<file path="config.mk">
export PLATFORM = sky130hd
export DESIGN_NAME = wishbone_arbiter
export DESIGN_NICKNAME = d
export VERILOG_FILES = /design/src/rtl/wishbone_pkg.sv /design/src/rtl/wishbone_arbiter.sv
export SDC_FILE = /design/constraint.sdc
export NUM_CORES = 1
export LEC_CHECK = 0
export ABC_AREA = 1
export BUFFER_PORTS_ARGS = -buffer_cell sky130_fd_sc_hd__buf_2
export CAP_MARGIN = 25
export CORE_UTILIZATION = 23
export DETAILED_ROUTE_END_ITERATION = 7
export GPL_TIMING_DRIVEN = 0
export HOLD_SLACK_MARGIN = 0.02
export PLACE_DENSITY = 0.87
export SLEW_MARGIN = 20
export SYNTH_ARGS = -nofsm -noshare
export SYNTH_HDL_FRONTEND = slang
export SYNTH_SLANG_ARGS = --single-unit
export TNS_END_PERCENT = 1
</file>
<file path="constraint.sdc">
create_clock -name clk_i -period 1.32 [get_ports clk_i]
set_input_delay 0.264 -clock clk_i [delete_from_list [all_inputs] [get_ports clk_i]]
set_output_delay 0.264 -clock clk_i [all_outputs]
set_load 0.05 [all_outputs]
</file>
<file path="src/rtl/wishbone_pkg.sv">
// Shared types and constants for the two-master Wishbone classic arbiter.
package wishbone_pkg;

  localparam int WB_ADDR_WIDTH = 23;
  localparam int WB_DATA_WIDTH = 8;

  localparam int MASTER_UART   = 0;
  localparam int MASTER_ENGINE = 1;

  typedef enum logic [1:0] {
    IDLE = 2'd0,
    GNT0 = 2'd1,
    GNT1 = 2'd2
  } arb_state_t;

endpackage

</file>
<file path="src/rtl/wishbone_arbiter.sv">
// Two-master round-robin Wishbone classic arbiter with registered, cycle-held grants.
// Optional slave watchdog enabled by defining WISHBONE_ARBITER_TIMEOUT_EN.
`default_nettype none

module wishbone_arbiter
  import wishbone_pkg::*;
#(
  parameter int ADDR_WIDTH     = WB_ADDR_WIDTH,
  parameter int DATA_WIDTH     = WB_DATA_WIDTH,
  parameter int TIMEOUT_CYCLES = 255
) (
  input  logic                    clk_i,
  input  logic                    rst_ni,
  input  logic [1:0]              m_cyc_i,
  input  logic [1:0]              m_stb_i,
  input  logic [1:0]              m_we_i,
  input  logic [2*ADDR_WIDTH-1:0] m_adr_i,
  input  logic [2*DATA_WIDTH-1:0] m_dat_i,
  output logic [1:0]              m_ack_o,
  output logic [1:0]              m_err_o,
  output logic [1:0]              m_rty_o,
  output logic [DATA_WIDTH-1:0]   m_dat_o,
  output logic                    s_cyc_o,
  output logic                    s_stb_o,
  output logic                    s_we_o,
  output logic [ADDR_WIDTH-1:0]   s_adr_o,
  output logic [DATA_WIDTH-1:0]   s_dat_o,
  input  logic                    s_ack_i,
  input  logic                    s_err_i,
  input  logic                    s_rty_i,
  input  logic [DATA_WIDTH-1:0]   s_dat_i,
  output logic [1:0]              grant_o
);

  arb_state_t state, next_state;
  logic       last_served;
  logic [1:0] grant;
  logic [1:0] resp_en;
  logic       owner_cyc;
  logic       owner_stb;
  logic       expired;
  logic       timeout_hit;
  logic [ADDR_WIDTH-1:0] adr_sel;
  logic [DATA_WIDTH-1:0] dat_sel;

  always_comb begin
    next_state = state;
    case (state)
      IDLE: begin
        case (m_cyc_i)
          2'b01:   next_state = GNT0;
          2'b10:   next_state = GNT1;
          // On a tie the master that was not served last wins.
          2'b11:   next_state = last_served ? GNT0 : GNT1;
          default: next_state = IDLE;
        endcase
      end
      GNT0:    if (!m_cyc_i[MASTER_UART])   next_state = IDLE;
      GNT1:    if (!m_cyc_i[MASTER_ENGINE]) next_state = IDLE;
      default: next_state = IDLE;
    endcase
  end

  always_ff @(posedge clk_i) begin
    if (!rst_ni) begin
      state       <= IDLE;
      last_served <= 1'b1;
    end else begin
      state <= next_state;
      if (state == GNT0 && !m_cyc_i[MASTER_UART])   last_served <= 1'b0;
      if (state == GNT1 && !m_cyc_i[MASTER_ENGINE]) last_served <= 1'b1;
    end
  end

  assign grant[MASTER_UART]   = (state == GNT0);
  assign grant[MASTER_ENGINE] = (state == GNT1);
  assign grant_o              = grant;

  assign owner_cyc = |(grant & m_cyc_i);
  assign owner_stb = |(grant & m_stb_i);

  always_comb begin
    adr_sel = '0;
    dat_sel = '0;
    if (grant[MASTER_UART]) begin
      adr_sel = m_adr_i[MASTER_UART*ADDR_WIDTH +: ADDR_WIDTH];
      dat_sel = m_dat_i[MASTER_UART*DATA_WIDTH +: DATA_WIDTH];
    end else if (grant[MASTER_ENGINE]) begin
      adr_sel = m_adr_i[MASTER_ENGINE*ADDR_WIDTH +: ADDR_WIDTH];
      dat_sel = m_dat_i[MASTER_ENGINE*DATA_WIDTH +: DATA_WIDTH];
    end
  end

  assign s_cyc_o = owner_cyc & ~expired;
  assign s_stb_o = s_cyc_o & owner_stb;
  assign s_we_o  = |(grant & m_we_i);
  assign s_adr_o = adr_sel;
  assign s_dat_o = dat_sel;

  // Responses reach only the owner, and only while it still holds cyc.
  assign resp_en = grant & m_cyc_i;
  assign m_ack_o = resp_en & {2{s_ack_i}};
  assign m_err_o = resp_en & {2{s_err_i | timeout_hit}};
  assign m_rty_o = resp_en & {2{s_rty_i}};
  assign m_dat_o = s_dat_i;

`ifdef WISHBONE_ARBITER_TIMEOUT_EN
  localparam int CNT_W = $clog2(TIMEOUT_CYCLES + 1);
  localparam logic [CNT_W-1:0] LIMIT = CNT_W'(TIMEOUT_CYCLES);

  logic [CNT_W-1:0] wd_cnt;
  logic             wd_expired;

  // Counter saturates at LIMIT; the error pulses once, then the bus stays parked.
  always_ff @(posedge clk_i) begin
    if (!rst_ni || state == IDLE) begin
      wd_cnt     <= '0;
      wd_expired <= 1'b0;
    end else begin
      if (s_ack_i || s_err_i || s_rty_i) wd_cnt <= '0;
      else if (s_stb_o && wd_cnt != LIMIT) wd_cnt <= wd_cnt + 1'b1;
      if (timeout_hit) wd_expired <= 1'b1;
    end
  end

  assign timeout_hit = (wd_cnt == LIMIT) && !wd_expired;
  assign expired     = wd_expired;
`else
  logic unused_timeout;
  assign unused_timeout = (TIMEOUT_CYCLES != 0);
  assign timeout_hit    = 1'b0;
  assign expired        = 1'b0;
`endif

endmodule

`default_nettype wire

</file>
Yosys cells after proc, flatten, opt, wreduce, memory -nomap -nowiden
Index checks and enable logic that the tools add are counted.
{ "word_totals": {"reg_bits": 3, "in_bits": 81, "word_cells": 36} }
{ "op_classes": {"n_eq_ne": 7, "n_mux": 9, "bitwise_logic": 8, "reduce_logical": 10} }
{ "ops": {"columns": ["operator", "count"], "rows": [
  ["$mux W23", 2],
  ["$mux W8", 2],
  ["$and A2 B2 Y2", 6],
  ["$pmux W2 S3", 2],
  ["$reduce_or A2 Y1", 4],
  ["$eq A2 B2 Y1 const B", 3],
  ["$mux W2", 3],
  ["$eq A2 B1 Y1 const B", 2],
  ["$ne A2 B2 Y1 const B", 2],
  ["$logic_and A1 B1 Y1", 2],
  ["$logic_not A1 Y1", 2],
  ["$logic_not A2 Y1", 1],
  ["$reduce_and A2 Y1", 1],
  ["$and A1 B1 Y1", 1],
  ["$not A1 Y1", 1]
]} }

Longest topological paths before layout
{ "logic_depth": {"word_depth": 4, "depth_mapped": 6, "depth_no_buf": 6} }

Worst setup path before layout
Ideal clock, no wire load.
{ "synth_timing": {"path_kind": "flip-flop to output port", "startpoint": "register state[0]", "endpoint": "output s_stb_o", "arrival_ns": 1.411, "required_time_ns": 1.056, "slack_ns": -0.355, "stages_incl_launch_ff": 7, "path_buffers": 0, "cell_sequence": "dfxtp_1 > inv_2 > nor2_4 > nand2_1 > nand2_1 > nand2_1 > inv_1"} }
{ "synth_between": {"elab_chain_cells": 4, "elab_cells_between_ends": 7} }
{ "synth_lines": {"columns": ["element", "line_no", "text"], "rows": [
  ["from (decl)", "wishbone_arbiter.sv:35", "arb_state_t state, next_state;"],
  ["from (signal assigned)", "wishbone_arbiter.sv:69", "state <= next_state;"],
  ["$eq A2 B1 Y1 / $eq A2 B2 Y1 (equally long branches)", "wishbone_arbiter.sv:75, wishbone_arbiter.sv:76", null],
  ["$and A2 B2 Y2 (*)", "wishbone_arbiter.sv:79", "assign owner_cyc = |(grant & m_cyc_i);"],
  ["$reduce_or A2 Y1 (*)", "wishbone_arbiter.sv:79", null],
  ["via s_cyc_o", "wishbone_arbiter.sv:23", "output logic s_cyc_o,"],
  ["$and A1 B1 Y1 (*)", "wishbone_arbiter.sv:95", "assign s_stb_o = s_cyc_o & owner_stb;"],
  ["to (decl)", "wishbone_arbiter.sv:24", "output logic s_stb_o,"]
]} }
Mark *: on every way through the listed nets, which the timed path passes. The rest lies on a longest branch.

Final worst setup path
{ "layout_timing": {"startpoint": "register state[0]", "endpoint": "output s_stb_o"} }
{ "layout_between": {"elab_chain_cells": 4, "elab_cells_between_ends": 7} }
{ "layout_lines": {"columns": ["element", "line_no"], "rows": [
  ["$eq A2 B1 Y1 / $eq A2 B2 Y1 (equally long branches)", "wishbone_arbiter.sv:75, wishbone_arbiter.sv:76"],
  ["$and A2 B2 Y2 (on tied branches)", "wishbone_arbiter.sv:79, wishbone_arbiter.sv:80"],
  ["$reduce_or A2 Y1 (on tied branches)", "wishbone_arbiter.sv:79, wishbone_arbiter.sv:80"],
  ["$and A1 B1 Y1 (*)", "wishbone_arbiter.sv:95"]
]} }
Every way passes the cells marked *; elsewhere a longest branch is shown, timed or not.

==> out/results.txt <==
Syn Inst Count: 146
initial core utilization: 24.2%
placed cell area: 1380 um^2
register area: 62.6 um^2
setup violators final: 42
worst reg2reg startpoint: state[1]$_SDFFE_PN0P_
average wire per standard cell: 10.4 um
ant diodes: 0
worst hold-check path type: in2reg
TritonCTS Buffers: 3
CTS tree: yes
syn avg cell area: 4.58 um^2
outcome: complete, but fails checks
worst setup margin: -235 ps
Worst Hold Launch: rst_ni
met1 Use GR: 18.2%
Synth top area share: 59.0%
violated checks: negative setup slack
Placer Congestion: 0.683
Fin Hold WS: 251 ps
GR met2 Demand/Resource: 41.3%
Post-DP HPWL: 2140 um
CTS Root Cell: clkbuf_4
total of max-cap violations: 0
most numerous cell in the Yosys netlist: nand2_1
CTS sink cnt: 3
share of layout cells above drive strength 1: 66.7%
NetSw: 0.577 mW
gr usage total: 20.1%
post-route ant nets: 0
final instance area: 1880 um^2
DR DRC count: 0
Commonest cells post-synth: nand2_1 (105), buf_4 (10), inv_1 (6), nor2_1 (6), nand3_1 (5)
Initial DRC Count: 72
Post-Layout Cell Count: 313
Gate power share: 77.2%
RSZ-0062 raised after global routing: true
Switching Fraction: 50.4%
Syn Nets: 227
Worst-Skew Late Latency: 230 ps
FP Rows: 19
Area contributors post-synth: nand2_1 (59%), buf_4 (11%), dfxtp_1 (9.0%), nand3_1 (3.7%), inv_1 (3.4%)
Worst Path Arrival: 1290 ps
post-placement cell count: 299
Final Max Slew Viols: 0
grt total ovfl: 0
clock share of power: 13.7%
pwr dens: 608 nW/um^2
Die X: 55.9 um
Worst Tran Pin Value: 249 ps
Most used DFF post-synth: dfxtp_1
GRT Max-Usage Layer: met2
largest net degree at the start of global routing: 11
first-pass iteration count of the detailed router: 4
CTS HTree Levels: 1
asr flop ratio synth: 0%
grt met3 use: 5.35%
Yosys Warn Count: 0
number of synthesized flops with an enable pin: 0
multi-input logic area: 571 um^2
FF-to-FF setup slack: 470 ps
hold endpoint: last_served$_SDFFE_PP1P_
#FFs+latches synth: 3
Yosys top cell by area: nand2_1
Die Ht: 55.9 um
Reg power frac: 9.1%
Routed WL: 3270 um
area of the mapped netlist: 668 um^2
max frequency: 643 MHz
crit path time final: 1560 ps
final worst-path cycle share: 118%
fin nets: 364
peak supply drop: 0.835 mV
clk buf depth: 2
worst hold stages: 2
first-pass GRT wire length: 5040 um
Worst-path clk slew: 30 ps
Max-slew headroom: 83.5%
CP max FO: 6
hold violation count in the final report: 0
Top Ports: 131
core box area: 2760 um^2
vias in the first global route: 1238
Crit Path Class: reg2out
Fin Clk Skew: 0.892 ps
hold-fix buffers at CTS: 0
leak pwr: 1.12 nW
Critical Path Start Type: flop
Vias/cell: 4.28
Critical Path RT: 1060 ps
critical path endpoint category: output port
Internal Dissipation: 0.567 mW
worst reg-to-reg path cell count: 3
antenna violations before repair: 0
via count: 1339
Buffers on Ports: 122
Fillers: 230
Area Overhead vs Synth: 182%
DIE AREA: 3120 um^2
Seq/Total Area, Yosys: 8.99%
Yosys cell types: 15
r2r endpoint: state[0]$_SDFFE_PN0P_
==> worst max-delay path by stage <==
| stage | slack [ps] | cells past startpoint | from | end |
|---|---|---|---|---|
| 6_report | -240 | 8 | state[0]$_SDFFE_PN0P_ | s_stb_o |
| 5_1_grt | -310 | 7 | state[0]$_SDFFE_PN0P_ | s_adr_o[14] |
| 4_1_cts | -240 | 7 | state[0]$_SDFFE_PN0P_ | s_dat_o[3] |
| 3_5_place_dp | -220 | 6 | state[0]$_SDFFE_PN0P_ | s_dat_o[6] |
| 3_3_place_gp | -220 | 6 | state[0]$_SDFFE_PN0P_ | s_adr_o[0] |
| 2_1_floorplan | -80 | 5 | state[0]$_SDFFE_PN0P_ | s_adr_o[19] |
==> layer usage <==
layer,vias to the layer above,wire length (um)
met2,64,1890
met3,2,254
li1,700,-
met5,-,0
met4,0,16
met1,573,1110
==> critical path, cell delays in order (launching register included) <==
cell	delay (ps)
dfxtp_2	320
inv_4	90
nor2_4	40
buf_4	140
nand2_4	90
nand2_4	60
nand2_2	80
clkinvlp_4	80
buf_8	150
==> state kept, by name, summed over array words and instances (netlist names) <==
| signal | cells |
|---|---|
| last_served | 1 |
| state | 2 |
==> stage by stage <==
step	TNS, ps	worst slack, ps	power [mW]	utilization (%)
floorplan	-2110	-78.0	0.578	-
global placement	-5650	-215	0.776	50.0
detailed placement	-5670	-221	0.781	50.0
CTS	-8600	-241	1.13	66.6
global route	-10650	-308	1.21	68.3
finish	-7470	-235	1.14	68.3
==> layout make-up <==
class | instances | share of cell area (%)
plain buffers | 14 | 6.78
clock buffers | 4 | 1.40
inverters | 8 | 2.19
multi-input cells | 121 | 30.3
flip-flops and latches | 3 | 3.32
well taps | 31 | 2.06
repair buffers | 132 | 54.0
==> cells by family after synthesis <==
| kind of cell | count (synthesis) | synth area share (%) |
|---|---|---|
| DFF | 3 | 8.99 |
| buffers and inverters | 22 | 19.8 |
| AOI/OAI and AO/OA | 3 | 2.43 |
| and+or+nand+nor | 118 | 68.7 |
==> layout by cell type (no fill, tap or decap), types with 2 or more instances in the layout <==
cell / instances
nand2_2: 24
dfxtp_2: 2
nor2_2: 6
nand3_1: 4
buf_2: 80
inv_1: 5
buf_4: 15
nand2_4: 2
buf_6: 36
clkbuf_4: 3
nand2_1: 79
buf_8: 15
==> what timing repair did <==
| action | CTS | global route |
|---|---|---|
| pin swaps | 21 | 5 |
| resized for setup | 115 | 16 |
| buffers inserted | 7 | 0 |
| gates cloned | 3 | 0 |
| setup endpoints to repair | 42 | 42 |
==> power groups by stage <==
stage	Combinational [mW]	Sequential (mW)	Clock, mW
CTS	0.861	0.103	0.165
detailed placement	0.678	0.103	0
global route	0.928	0.104	0.180
floorplan	0.476	0.102	0
finish	0.883	0.104	0.157
global placement	0.673	0.103	0
Power figures use the tool's default switching activity.
